`config.mk`:
```
export PLATFORM = sky130hd
export DESIGN_NAME = alu_rs
export DESIGN_NICKNAME = d
export VERILOG_FILES = /design/src/rtl/alu_rs.sv
export SDC_FILE = /design/constraint.sdc
export NUM_CORES = 1
export LEC_CHECK = 0
export BUFFER_PORTS_ARGS = -buffer_cell sky130_fd_sc_hd__clkbuf_2
export CAP_MARGIN = 0
export CORE_ASPECT_RATIO = 0.75
export CORE_MARGIN = 8
export CORE_UTILIZATION = 55
export DETAILED_ROUTE_END_ITERATION = 8
export PLACE_DENSITY_LB_ADDON = 0.08
export SETUP_SLACK_MARGIN = 0.2
export SLEW_MARGIN = 25
export SYNTH_ARGS = -nofsm -noshare
export SYNTH_HDL_FRONTEND = slang
export SYNTH_SLANG_ARGS = --single-unit
export TNS_END_PERCENT = 5
```
`constraint.sdc`:
```
create_clock -name clk_in -period 11.6 [get_ports clk_in]
set_input_delay 1.74 -clock clk_in [delete_from_list [all_inputs] [get_ports clk_in]]
set_output_delay 1.74 -clock clk_in [all_outputs]
set_load 0.05 [all_outputs]
```
`src/rtl/alu_rs.sv`:
```
// ALU reservation station: holds dispatched ALU operations until both
// operands are valid, snoops the common data bus for missing operands, and
// issues the oldest ready operation into a stallable output register.
module alu_rs #(
    parameter int N_ENTRIES = 4,
    parameter int TAG_W     = 4
) (
    input  logic             clk_in,
    input  logic             rst_in,

    input  logic             dispatch_valid_in,
    output logic             dispatch_ready_out,
    input  logic [3:0]       dispatch_aluFunc_in,
    input  logic [31:0]      dispatch_rval1_in,
    input  logic [31:0]      dispatch_rval2_in,
    input  logic             dispatch_rdy1_in,
    input  logic             dispatch_rdy2_in,
    input  logic [TAG_W-1:0] dispatch_tag1_in,
    input  logic [TAG_W-1:0] dispatch_tag2_in,
    input  logic [TAG_W-1:0] dispatch_dest_tag_in,

    input  logic             cdb_valid_in,
    input  logic [TAG_W-1:0] cdb_tag_in,
    input  logic [31:0]      cdb_data_in,

    input  logic             flush_in,

    output logic             issue_valid_out,
    input  logic             issue_ready_in,
    output logic [3:0]       issue_aluFunc_out,
    output logic [31:0]      issue_rval1_out,
    output logic [31:0]      issue_rval2_out,
    output logic [TAG_W-1:0] issue_dest_tag_out
);

    localparam int IDX_W = (N_ENTRIES > 1) ? $clog2(N_ENTRIES) : 1;

    // Entry storage. age[i] has bit j set when entry j was dispatched before
    // entry i and is still held; this relative-age matrix never wraps, so
    // ordering stays correct however dispatches and frees interleave.
    logic [N_ENTRIES-1:0] valid;
    logic [3:0]           alu_func [N_ENTRIES];
    logic [N_ENTRIES-1:0] rdy1;
    logic [N_ENTRIES-1:0] rdy2;
    logic [TAG_W-1:0]     tag1     [N_ENTRIES];
    logic [TAG_W-1:0]     tag2     [N_ENTRIES];
    logic [31:0]          val1     [N_ENTRIES];
    logic [31:0]          val2     [N_ENTRIES];
    logic [TAG_W-1:0]     dest_tag [N_ENTRIES];
    logic [N_ENTRIES-1:0] age      [N_ENTRIES];

    logic [N_ENTRIES-1:0] ready;
    logic                 sel_found;
    logic [IDX_W-1:0]     sel_idx;
    logic                 free_found;
    logic [IDX_W-1:0]     free_idx;
    logic                 issue_load;
    logic                 dispatch_fire;
    logic [N_ENTRIES-1:0] keep_mask;
    logic                 disp_rdy1;
    logic                 disp_rdy2;
    logic [31:0]          disp_val1;
    logic [31:0]          disp_val2;

    assign ready = valid & rdy1 & rdy2;

    // Pick the ready entry that no other ready entry is older than.
    always_comb begin
        sel_found = 1'b0;
        sel_idx   = '0;
        for (int i = 0; i < N_ENTRIES; i++) begin
            if (!sel_found && ready[i] && ((age[i] & ready) == '0)) begin
                sel_found = 1'b1;
                sel_idx   = IDX_W'(i);
            end
        end
    end

    // Lowest-indexed invalid entry receives the next dispatch.
    always_comb begin
        free_found = 1'b0;
        free_idx   = '0;
        for (int i = 0; i < N_ENTRIES; i++) begin
            if (!free_found && !valid[i]) begin
                free_found = 1'b1;
                free_idx   = IDX_W'(i);
            end
        end
    end

    assign dispatch_ready_out = free_found;
    assign dispatch_fire      = dispatch_valid_in && dispatch_ready_out && !flush_in;
    assign issue_load         = (!issue_valid_out || issue_ready_in) && sel_found;

    // Entries that survive this edge; a new dispatch is younger than all of them.
    always_comb begin
        keep_mask = valid;
        if (issue_load) begin
            keep_mask[sel_idx] = 1'b0;
        end
    end

    // Same-cycle CDB bypass for operands arriving at dispatch.
    always_comb begin
        disp_rdy1 = dispatch_rdy1_in;
        disp_val1 = dispatch_rval1_in;
        disp_rdy2 = dispatch_rdy2_in;
        disp_val2 = dispatch_rval2_in;
        if (!dispatch_rdy1_in && cdb_valid_in && (cdb_tag_in == dispatch_tag1_in)) begin
            disp_rdy1 = 1'b1;
            disp_val1 = cdb_data_in;
        end
        if (!dispatch_rdy2_in && cdb_valid_in && (cdb_tag_in == dispatch_tag2_in)) begin
            disp_rdy2 = 1'b1;
            disp_val2 = cdb_data_in;
        end
    end

    // Entry state: free on issue, wake on CDB, write on dispatch; flush and
    // reset drop everything.
    always_ff @(posedge clk_in) begin
        if (rst_in) begin
            valid <= '0;
            for (int i = 0; i < N_ENTRIES; i++) begin
                age[i] <= '0;
            end
        end else if (flush_in) begin
            valid <= '0;
        end else begin
            for (int i = 0; i < N_ENTRIES; i++) begin
                if (issue_load && (sel_idx == IDX_W'(i))) begin
                    valid[i] <= 1'b0;
                end
                if (valid[i] && !rdy1[i] && cdb_valid_in && (cdb_tag_in == tag1[i])) begin
                    rdy1[i] <= 1'b1;
                    val1[i] <= cdb_data_in;
                end
                if (valid[i] && !rdy2[i] && cdb_valid_in && (cdb_tag_in == tag2[i])) begin
                    rdy2[i] <= 1'b1;
                    val2[i] <= cdb_data_in;
                end
            end
            if (dispatch_fire) begin
                valid[free_idx]    <= 1'b1;
                alu_func[free_idx] <= dispatch_aluFunc_in;
                rdy1[free_idx]     <= disp_rdy1;
                val1[free_idx]     <= disp_val1;
                tag1[free_idx]     <= dispatch_tag1_in;
                rdy2[free_idx]     <= disp_rdy2;
                val2[free_idx]     <= disp_val2;
                tag2[free_idx]     <= dispatch_tag2_in;
                dest_tag[free_idx] <= dispatch_dest_tag_in;
                age[free_idx]      <= keep_mask;
                for (int i = 0; i < N_ENTRIES; i++) begin
                    if (free_idx != IDX_W'(i)) begin
                        age[i][free_idx] <= 1'b0;
                    end
                end
            end
        end
    end

    // Issue register: load the selected entry when empty or being consumed,
    // otherwise hold while stalled.
    always_ff @(posedge clk_in) begin
        if (rst_in) begin
            issue_valid_out    <= 1'b0;
            issue_aluFunc_out  <= '0;
            issue_rval1_out    <= '0;
            issue_rval2_out    <= '0;
            issue_dest_tag_out <= '0;
        end else if (flush_in) begin
            issue_valid_out <= 1'b0;
        end else if (issue_load) begin
            issue_valid_out    <= 1'b1;
            issue_aluFunc_out  <= alu_func[sel_idx];
            issue_rval1_out    <= val1[sel_idx];
            issue_rval2_out    <= val2[sel_idx];
            issue_dest_tag_out <= dest_tag[sel_idx];
        end else if (issue_ready_in) begin
            issue_valid_out <= 1'b0;
        end
    end

endmodule

```
==> results_dict.tcl, run 1 <==
set metrics [dict create \
    timing.setup.tns_ns 0 \
    final_nets 1806 \
    slowest_stage "nand2_2" \
    num_vias 13726 \
    hold_start "issue_rval2_out[2]" \
    grt_pass1_wl_um 87040 \
    status "completed" \
    crit_fanout 32 \
    fin_area_um2 22590 \
    postSynthAreaPerCell_um2 13.02 \
    drv_slew 0 \
    io-pin-count 198 \
    min_path_type "reg2reg" \
    synthCells 1535 \
    final_antenna_net_count 0 \
    synth_warnings 0 \
    cap_viol_max_count 0 \
    crit_chain "clkbuf_2 -> nand2b_4 -> or3_1 -> inv_1 -> nand2_2 -> mux2_2" \
    routed_wl_um 57850 \
    fmax_ghz 0.2246 \
    antenna_found_initial 6 \
    whs_path_depth 2 \
    cts_setup_buffers 0 \
    finalHoldViolCount 0 \
    synth_edf_count 344 \
    cts_hold_buffers 0 \
    setup.worst_path.start "flush_in" \
    p_leak_nw 7.784 \
    grt_pass1_vias 13937 \
    rows 60 \
    syn_area_um2 19990 \
    drc 0 \
    synthArstFlopShare 0 \
    drt-initial-drc-count 1137 \
    tightest_slew_ns 1.077 \
    port_buffers 197 \
    yosysUniqueCellTypes 56 \
    vias_per_cell 6.285 \
    cts_sinks 421 \
    root_buffer "clkbuf_16" \
    dp_hpwl_um 34030 \
    synth_seq_cells 421 \
    grt_max_degree 83 \
    final_util 0.6309 \
    cp_slowest_stage_delay_ns 0.84 \
    finalNonFillerCells 2184 \
    seq_area_frac_synth 0.5939 \
    r2r-end "val1[2][17]" \
    r2r_slack_ns 7.85 \
    htree_levels 2 \
    p_total_mw 3.223 \
    cts_tree "done" \
    cp-end-kind "flip-flop" \
    grt_use_total 0.2642 \
    syn2layout_area_growth_pct 13.03 \
    coreArea_um2 35810 \
    slew_headroom 0.2822 \
    cp.required_ns 11.89 \
    fin_hold_ws_ns 0.5000 \
    finalSetupViolCount 0 \
    ys_top_cells_by_count "344 x edfxtp_1, 216 x mux2_2, 132 x nand2_1" \
    drive_above_1_share 0.3258 \
    synth_top_area_share 0.5168 \
    fin_crit_ns 4.452 \
    clock_path_buffers 3 \
    post_cts_resized 0 \
    synth_top_area_cell "edfxtp_1" \
    cp-start-kind "input pin" \
    firstDrtPassIters 5 \
    synth_most_common_cell "edfxtp_1" \
    worstSetupPathType "in2reg" \
    postPlaceCellArea_um2 21140 \
    powerDensity_nw_per_um2 142.7 \
    die_h_um 181.1 \
    start_util 0.5582 \
    cts_buffers 43 \
    finalCritPeriodShare 0.3838 \
    ir_drop_mv 0.1180 \
    reg2reg_depth 6 \
    die_area_um2 42760 \
    worstPathArrival_ns 4.74 \
    worstHoldEndpoint "issue_rval2_out[2]" \
    cts.clk_slew.worst_paths_ns 0.06 \
    synthFlopType "edfxtp_1" \
    finalClockSkew_ns 0.01521 \
    rsz0062_at_grt "no" \
    placedCellCount 2101 \
    wire_per_inst_um 26.49 \
    fin_ws_ns 7.148 \
    dp_worst_setup_slack_ns 6.428 \
    chipWidth_um 236.1 \
    clock_latency_ns 0.55 \
    overflow 0 \
    r2r-start "valid[1]" \
    netlist_top_cells_area "edfxtp_1 52%, mux2_2 12%, dfxtp_1 7.7%, a21o_1 2.8%, nand2_1 2.5%" \
    gp_congestion 0.8650 \
]
==> final cells by class <==
type / instances / area [µm²]
clock inverter: 25 / 214.0
fill: 2823 / 13220
antenna: 3 / 7.507
clock buffer: 54 / 1190
tap: 465 / 581.8
sequential: 421 / 11870
timing repair buffer: 216 / 1155
multi-input combinational: 989 / 7530
inverter: 11 / 42.54
==> power breakdown <==
group	leakage [nW]	internal, mW	switching (mW)
Clock	0.694	0.814	0.578
Combinational	3.34	0.0719	0.101
Sequential	3.75	1.65	0.00760
==> worst max-delay path: cells and delay by family <==
family / cells / cell delay [ns]
and+or+nand+nor: 3 / 1.59
muxes: 1 / 0.54
buffers and inverters: 2 / 0.83
==> sequential cells by signal (all words and copies together), names as in the netlist <==
register            count
val1                  128
val2                  128
issue_rval1_out        32
issue_rval2_out        32
age                    16
alu_func               16
dest_tag               16
tag1                   16
tag2                   16
issue_aluFunc_out       4
issue_dest_tag_out      4
rdy1                    4
rdy2                    4
valid                   4
issue_valid_out         1
==> logic make-up after synthesis <==
group	count (synthesis)	share of synthesized area
simple gates	443	0.1070
flops	421	0.5939
mux	256	0.1499
compound gates	249	0.09753
buf+inv	128	0.03524
xor+xnor	37	0.01621
other cells	1	0.0001876
==> worst max-delay path by stage <==
stage | slack, ns | end
after global routing | 7.04 | val1[2][17]
after floorplan | 6.47 | val1[0][0]
final | 7.15 | val1[0][24]
after global placement | 6.52 | val1[1][27]
after detailed placement | 6.43 | val1[1][27]
after CTS | 7.00 | val1[1][27]
==> layout by cell type, fill, tap and decap left out, types with 4 or more instances in the layout <==
cell type	instances
a211oi_1	33
a21o_1	72
a21oi_1	8
a221oi_1	33
a311oi_1	37
and4_4	4
and4b_1	4
buf_4	18
bufinv_16	4
clkbuf_1	6
clkbuf_16	45
clkbuf_2	196
clkinv_1	12
clkinv_2	9
conb_1	4
dfxtp_1	77
edfxtp_1	344
inv_1	10
mux2_1	10
mux2_2	216
mux2_4	30
nand2_1	128
nand2_2	5
nand2b_1	39
nand3_1	41
nand4_1	58
nor2_1	128
nor2_4	5
nor3_1	7
nor4_1	5
o21a_1	38
o21ai_0	8
or3_1	5
xnor2_1	26
xor2_1	11
==> metal layers <==
layer  GRT usage  vias up  routed length, µm
met1      0.3492     6905              24220
li1            -     6104                  -
met5           0        -                 26
met2      0.4265      598              26870
met4     0.09459        4               1823
met3     0.05808      115               4909
Note: power is estimated with default switching activity, not from simulation.
==> inputs of run 2 (changes only) <==
--- a/config.mk
+++ b/config.mk
@@ -5,6 +5,7 @@
 export SDC_FILE = /design/constraint.sdc
 export NUM_CORES = 1
 export LEC_CHECK = 0
+export ABC_AREA = 1
 export BUFFER_PORTS_ARGS = -buffer_cell sky130_fd_sc_hd__clkbuf_2
 export CAP_MARGIN = 0
 export CORE_ASPECT_RATIO = 0.75
==> constraint.sdc (replaced) <==
create_clock -name clk_in -period 4.3 [get_ports clk_in]
set_input_delay 0.645 -clock clk_in [delete_from_list [all_inputs] [get_ports clk_in]]
set_output_delay 0.645 -clock clk_in [all_outputs]
set_load 0.05 [all_outputs]
==> run 2 against run 1 <==
Compared with the run above: combinational power rose to 2.9 times the previous value; worst hold slack worse by 0.18 ns; total power rose to 2.7 times the previous value; synthesized area up 0.32%; flip-flop and latch count unchanged; via count up 23%; routed wire length up 7.8%; sequential power rose to 2.7 times the previous value; utilization up 0.78 points; clock power rose to 2.7 times the previous value; synthesized cell count up 43%; clock-buffer cell count up 8.
==> results_dict.tcl, run 2 <==
set metrics [dict create \
    status "completed" \
    synth_top_area_cell "edfxtp_1" \
    netlist_top_cells_area "edfxtp_1 52%, nand2_1 9.5%, dfxtp_1 7.7%, o21ai_0 5.7%, nand4_1 5.1%" \
    cts.clk_slew.worst_paths_ns 0.06 \
    post_cts_resized 0 \
    firstDrtPassIters 6 \
    clock_latency_ns 0.55 \
    cap_viol_max_count 0 \
    cts_sinks 421 \
    r2r_slack_ns 1.14 \
    synth_warnings 0 \
    worstHoldEndpoint "dest_tag[1][1]" \
    p_leak_nw 9.076 \
    synth_most_common_cell "nand2_1" \
    syn2layout_area_growth_pct 14.30 \
    crit_fanout 50 \
    routed_wl_um 62350 \
    cts_buffers 43 \
    whs_path_depth 1 \
    port_buffers 197 \
    reg2reg_depth 11 \
    r2r-end "issue_rval1_out[1]" \
    htree_levels 2 \
    clock_path_buffers 3 \
    chipWidth_um 236.5 \
    ir_drop_mv 0.2578 \
    num_vias 16849 \
    fin_ws_ns 1.137 \
    grt_pass1_vias 15783 \
    wire_per_inst_um 22.05 \
    synthCells 2195 \
    grt_use_total 0.2823 \
    worstSetupPathType "reg2reg" \
    dp_hpwl_um 40070 \
    drive_above_1_share 0.1571 \
    final_nets 2453 \
    cts_setup_buffers 0 \
    powerDensity_nw_per_um2 378.4 \
    cts_tree "done" \
    overflow 0 \
    timing.setup.tns_ns 0 \
    rsz0062_at_grt "no" \
    synthArstFlopShare 0 \
    final_common_cell "nand2_1" \
    gp_congestion 0.9085 \
    dp_worst_setup_slack_ns 0.8713 \
    seq_area_frac_synth 0.5920 \
    grt_max_degree 78 \
    cp-end-kind "flip-flop" \
    syn_area_um2 20050 \
    finalCritPeriodShare 0.7355 \
    cts_hold_buffers 0 \
    drc 0 \
    min_path_type "in2reg" \
    rows 60 \
    tightest_slew_ns 1.033 \
    synth_seq_cells 421 \
    drv_slew 0 \
    finalClockSkew_ns 0.02049 \
    hold_start "dispatch_dest_tag_in[1]" \
    r2r-start "valid[2]" \
    yosysUniqueCellTypes 36 \
    layout_common_cells "502 x nand2_1, 344 x edfxtp_1, 222 x o21ai_0, 197 x clkbuf_2, 196 x nor2_1" \
    synthFlopType "edfxtp_1" \
    root_buffer "clkbuf_16" \
    antenna_found_initial 2 \
    die_area_um2 42890 \
    drt-initial-drc-count 2024 \
    worstPathArrival_ns 3.64 \
    synth_edf_count 344 \
    ys_top_cells_by_count "509 x nand2_1, 344 x edfxtp_1, 230 x o21ai_0" \
    vias_per_cell 5.958 \
    slew_headroom 0.3087 \
    synth_top_area_share 0.5152 \
    postSynthAreaPerCell_um2 9.135 \
    finalHoldViolCount 0 \
    fmax_ghz 0.3162 \
    grt_pass1_wl_um 94900 \
    cp-start-kind "flip-flop" \
    die_h_um 181.4 \
    finalSetupViolCount 0 \
    cp.required_ns 4.78 \
    io-pin-count 198 \
    reg_top3 "val1 x128, val2 x128" \
    fin_crit_ns 3.163 \
    coreArea_um2 35880 \
    final_antenna_net_count 0 \
    start_util 0.5588 \
]
==> run 2: changes by cell type in the layout (fill, tap and decap cells not counted), sizes merged, moves of 41 or more <==
cell,delta
nor2,+68
a21o,-75
nand2,+376
nand2b,-41
o21ai,+323
nand3,+128
nand4,+104
mux2,-255
inv,+143
==> run 2: layout make-up <==
class | count | area [µm²]
Fill cell | 2999 | 12960
Antenna cell | 1 | 2.502
Inverter | 154 | 579.3
Tap cell | 465 | 581.8
Timing Repair Buffer | 242 | 1446
Clock buffer | 62 | 1227
Clock inverter | 16 | 150.1
Multi-Input combinational cell | 1467 | 7061
Sequential cell | 421 | 11870
==> run 2: logic make-up after synthesis <==
logic type	share of synthesized area
mux	0.0005615
buf+inv	0.06415
simple gates	0.2430
compound gates	0.09004
xor+xnor	0.01005
flops	0.5920
other cells	0.0001870
==> run 2: metal layers <==
layer  part of all wire  vias up  wire (µm)  global-route usage
met1               0.42     7941      26350              0.4020
met5                  0        -          0                   0
met4              0.023        0       1427             0.07747
met2               0.45      938      28040              0.4419
li1                   -     7863          -                   -
met3               0.10      107       6522             0.05033
==> run 2: per-stage QoR <==
step	cells	total power [mW]	hold slack (ns)	cell area (µm²)	util
after floorplan	2198	4.833	0.5247	20060	-
after global placement	2745	5.036	0.5001	21440	0.5974
after detailed placement	2747	5.051	0.5035	21490	0.5989
after CTS	2825	8.689	0.2917	22870	0.6373
after global routing	2828	8.902	0.3051	22920	0.6387
final	2828	8.673	0.3181	22920	0.6387
==> run 2: power breakdown <==
group	total (mW)	internal, mW	switching (mW)
combinational	0.499	0.152	0.347
sequential	4.48	4.46	0.0207
clock	3.70	2.16	1.54
==> run 2: worst max-delay path by stage <==
stage | from | endpoint
after floorplan | flush_in | val1[1][0]
after global placement | cdb_tag_in[3] | val2[2][0]
after detailed placement | cdb_tag_in[3] | val2[2][0]
after CTS | valid[2] | issue_rval2_out[9]
after global routing | valid[2] | issue_rval1_out[4]
final | valid[2] | issue_rval1_out[1]
==> run 2: worst max-delay path, stage by stage, from the launching register on <==
cell	delay (ns)
dfxtp_1	0.54
nand3_1	0.15
nor2_1	0.11
nand2_1	0.12
nor2_4	0.14
nor2_1	0.09
nand2_4	0.55
nand3_4	0.69
buf_12	0.40
nand2_1	0.09
nand2_1	0.05
nor2_1	0.12
==> inputs of run 3 (changes only) <==
--- a/config.mk
+++ b/config.mk
@@ -5,7 +5,7 @@
 export SDC_FILE = /design/constraint.sdc
 export NUM_CORES = 1
 export LEC_CHECK = 0
-export ABC_AREA = 1
+export ABC_AREA = 0
 export BUFFER_PORTS_ARGS = -buffer_cell sky130_fd_sc_hd__clkbuf_2
 export CAP_MARGIN = 0
 export CORE_ASPECT_RATIO = 0.75
==> constraint.sdc (replaced) <==
create_clock -name clk_in -period 3.3 [get_ports clk_in]
set_input_delay 0.495 -clock clk_in [delete_from_list [all_inputs] [get_ports clk_in]]
set_output_delay 0.495 -clock clk_in [all_outputs]
set_load 0.05 [all_outputs]
==> run 3 against run 2 <==
Compared with the run above: register-to-register slack worse by 0.76 ns; utilization up 0.56 points; clock skew fell by 0.0055 ns; sequential power grew 30%; global-route usage decreased by 1.7 points; largest cell class unchanged.
==> results_dict.tcl, run 3 (same netlist as run 1, synthesis figures left out) <==
set metrics [dict create \
    clock_latency_ns 0.55 \
    worstPathArrival_ns 3.37 \
    final_util 0.6443 \
    cts_setup_buffers 0 \
    post_cts_resized 0 \
    dp_hpwl_um 36440 \
    ir_drop_mv 0.4137 \
    critical_path.top_delay_family "simple AND/OR/NAND/NOR gates" \
    rows 60 \
    cp-end-kind "flip-flop" \
    finalHoldViolCount 0 \
    port_buffers 197 \
    use_met2 0.4304 \
    cts_sinks 421 \
    status "completed" \
    cts_hold_buffers 0 \
    fin_crit_ns 2.925 \
    min_path_type "in2reg" \
    worstSetupPathType "reg2reg" \
    p_int_mw 9.162 \
    slowest_stage "and4_4" \
    use_met3 0.04744 \
    layout_common_cells "344 x edfxtp_1, 216 x mux2_2, 196 x clkbuf_2, 128 x nand2_1, 128 x nor2_1" \
    finalNonFillerCells 2224 \
    cts_buffers 43 \
    grt_busiest_layer "met2" \
    tightest_slew_ns 0.9453 \
    p_switching_mw 2.429 \
    cp-start-kind "flip-flop" \
    n_fill_cell 2759 \
    start_util 0.5582 \
    cap_viol_max_count 0 \
    finalCritPeriodShare 0.8862 \
    drv_slew 0 \
    cp_slowest_stage_delay_ns 0.67 \
    drive_above_1_share 0.3428 \
    syn2layout_area_growth_pct 15.42 \
    clock_path_buffers 3 \
    coreArea_um2 35810 \
    finalClockSkew_ns 0.01495 \
    wire_per_inst_um 26.15 \
    antenna_found_initial 5 \
    reg_top3 "val1 x128, val2 x128" \
    fin_area_um2 23070 \
    power.share.switching 0.2095 \
    crit_fanout 39 \
    root_buffer "clkbuf_16" \
    drc 0 \
    p_comb_frac 0.054 \
    die_h_um 181.1 \
    p_leak_nw 8.053 \
    crit_chain "and4b_1 -> and4_4 -> o211ai_1 -> buf_4 -> o21a_1 -> a311oi_1" \
    placedCellCount 2142 \
    vias_per_cell 6.276 \
    rsz0062_at_grt "no" \
    final_nets 1846 \
    worstPathBufferInverterCount 1 \
    grt_pass1_wl_um 87540 \
    fin_ws_ns 0.3755 \
    use_met1 0.3587 \
    final_antenna_net_count 0 \
    gp_congestion 0.9107 \
    final_common_cell "edfxtp_1" \
    grt_pass1_vias 14014 \
    firstDrtPassIters 6 \
    cts_tree "done" \
    finalSetupViolCount 0 \
    cp.required_ns 3.74 \
    dp_worst_setup_slack_ns 0.3396 \
    slew_headroom 0.3678 \
    fmax_ghz 0.3419 \
    drt-initial-drc-count 1326 \
    clkPwrFrac 0.443 \
    seq_power_share 0.503 \
    powerDensity_nw_per_um2 502.4 \
    chipWidth_um 236.1 \
    htree_levels 2 \
    grt_max_degree 78 \
    postPlaceCellArea_um2 21570 \
    die_area_um2 42760 \
    num_vias 13958 \
    cts.clk_slew.worst_paths_ns 0.07 \
    timing.setup.tns_ns 0 \
    grt_use_total 0.2652 \
    overflow 0 \
    routed_wl_um 58160 \
    io-pin-count 198 \
]
==> run 3: cell count changes in the layout (fill, tap and decap cells not counted), sizes merged, moves of 39 or more <==
cell / before / now
nand2: 510 / 134
o21ai: 334 / 11
mux2: 1 / 256
inv: 154 / 10
nand3: 169 / 41
nand4: 162 / 58
a21o: 0 / 75
nor2: 201 / 133
nand2b: 0 / 41
a311oi: 0 / 39
==> run 3: stage by stage <==
stage / power [mW] / hold slack [ns]
CTS: 11.65 / 0.1492
floorplan: 6.272 / 0.5183
detailed placement: 6.557 / 0.4911
global route: 11.90 / 0.1662
finish: 11.59 / 0.1758
global placement: 6.538 / 0.4898
==> run 3: path summary, 6_finish.rpt <==
check                                from               endpoint  slack (ns)  cells after the start
hold / removal    dispatch_dest_tag_in[0]         dest_tag[1][0]        0.18                      1
setup reg to reg                 valid[2]  issue_dest_tag_out[2]        0.38                      6
hold reg to reg       issue_rval1_out[17]    issue_rval1_out[17]        0.50                      2
setup / recovery                 valid[2]  issue_dest_tag_out[2]        0.38                      6
==> run 3: power groups by stage <==
stage	Combinational [mW]	Sequential [mW]	Clock [mW]
final	0.625	5.83	5.14
after global routing	0.667	5.83	5.41
after CTS	0.620	5.83	5.20
after detailed placement	0.616	5.94	0
after global placement	0.598	5.94	0
after floorplan	0.318	5.95	0
==> run 3: layout make-up <==
type | instances | area [µm²] | area share
multi-input cells | 989 | 7517 | 0.3258
flip-flops and latches | 421 | 11870 | 0.5146
clock inverters | 21 | 259.0 | 0.01123
inverters | 11 | 42.54 | 0.001844
repair buffers | 256 | 1556 | 0.06747
well taps | 465 | 581.8 | 0.02522
diodes | 3 | 7.507 | 0.0003254
clock buffers | 58 | 1235 | 0.05353
==> run 3: metal layers <==
metal | vias up | routed length [µm]
met5 | - | 27
met4 | 4 | 1580
met3 | 107 | 4628
met2 | 644 | 27220
met1 | 7014 | 24700
li1 | 6189 | -
==> run 3: worst register-to-register path, cell delays in order, from the launching register on <==
cell      delay (ns)
dfxtp_1         0.58
and4b_1         0.31
and4_4          0.67
o211ai_1        0.32
buf_4           0.38
o21a_1          0.27
a311oi_1        0.28
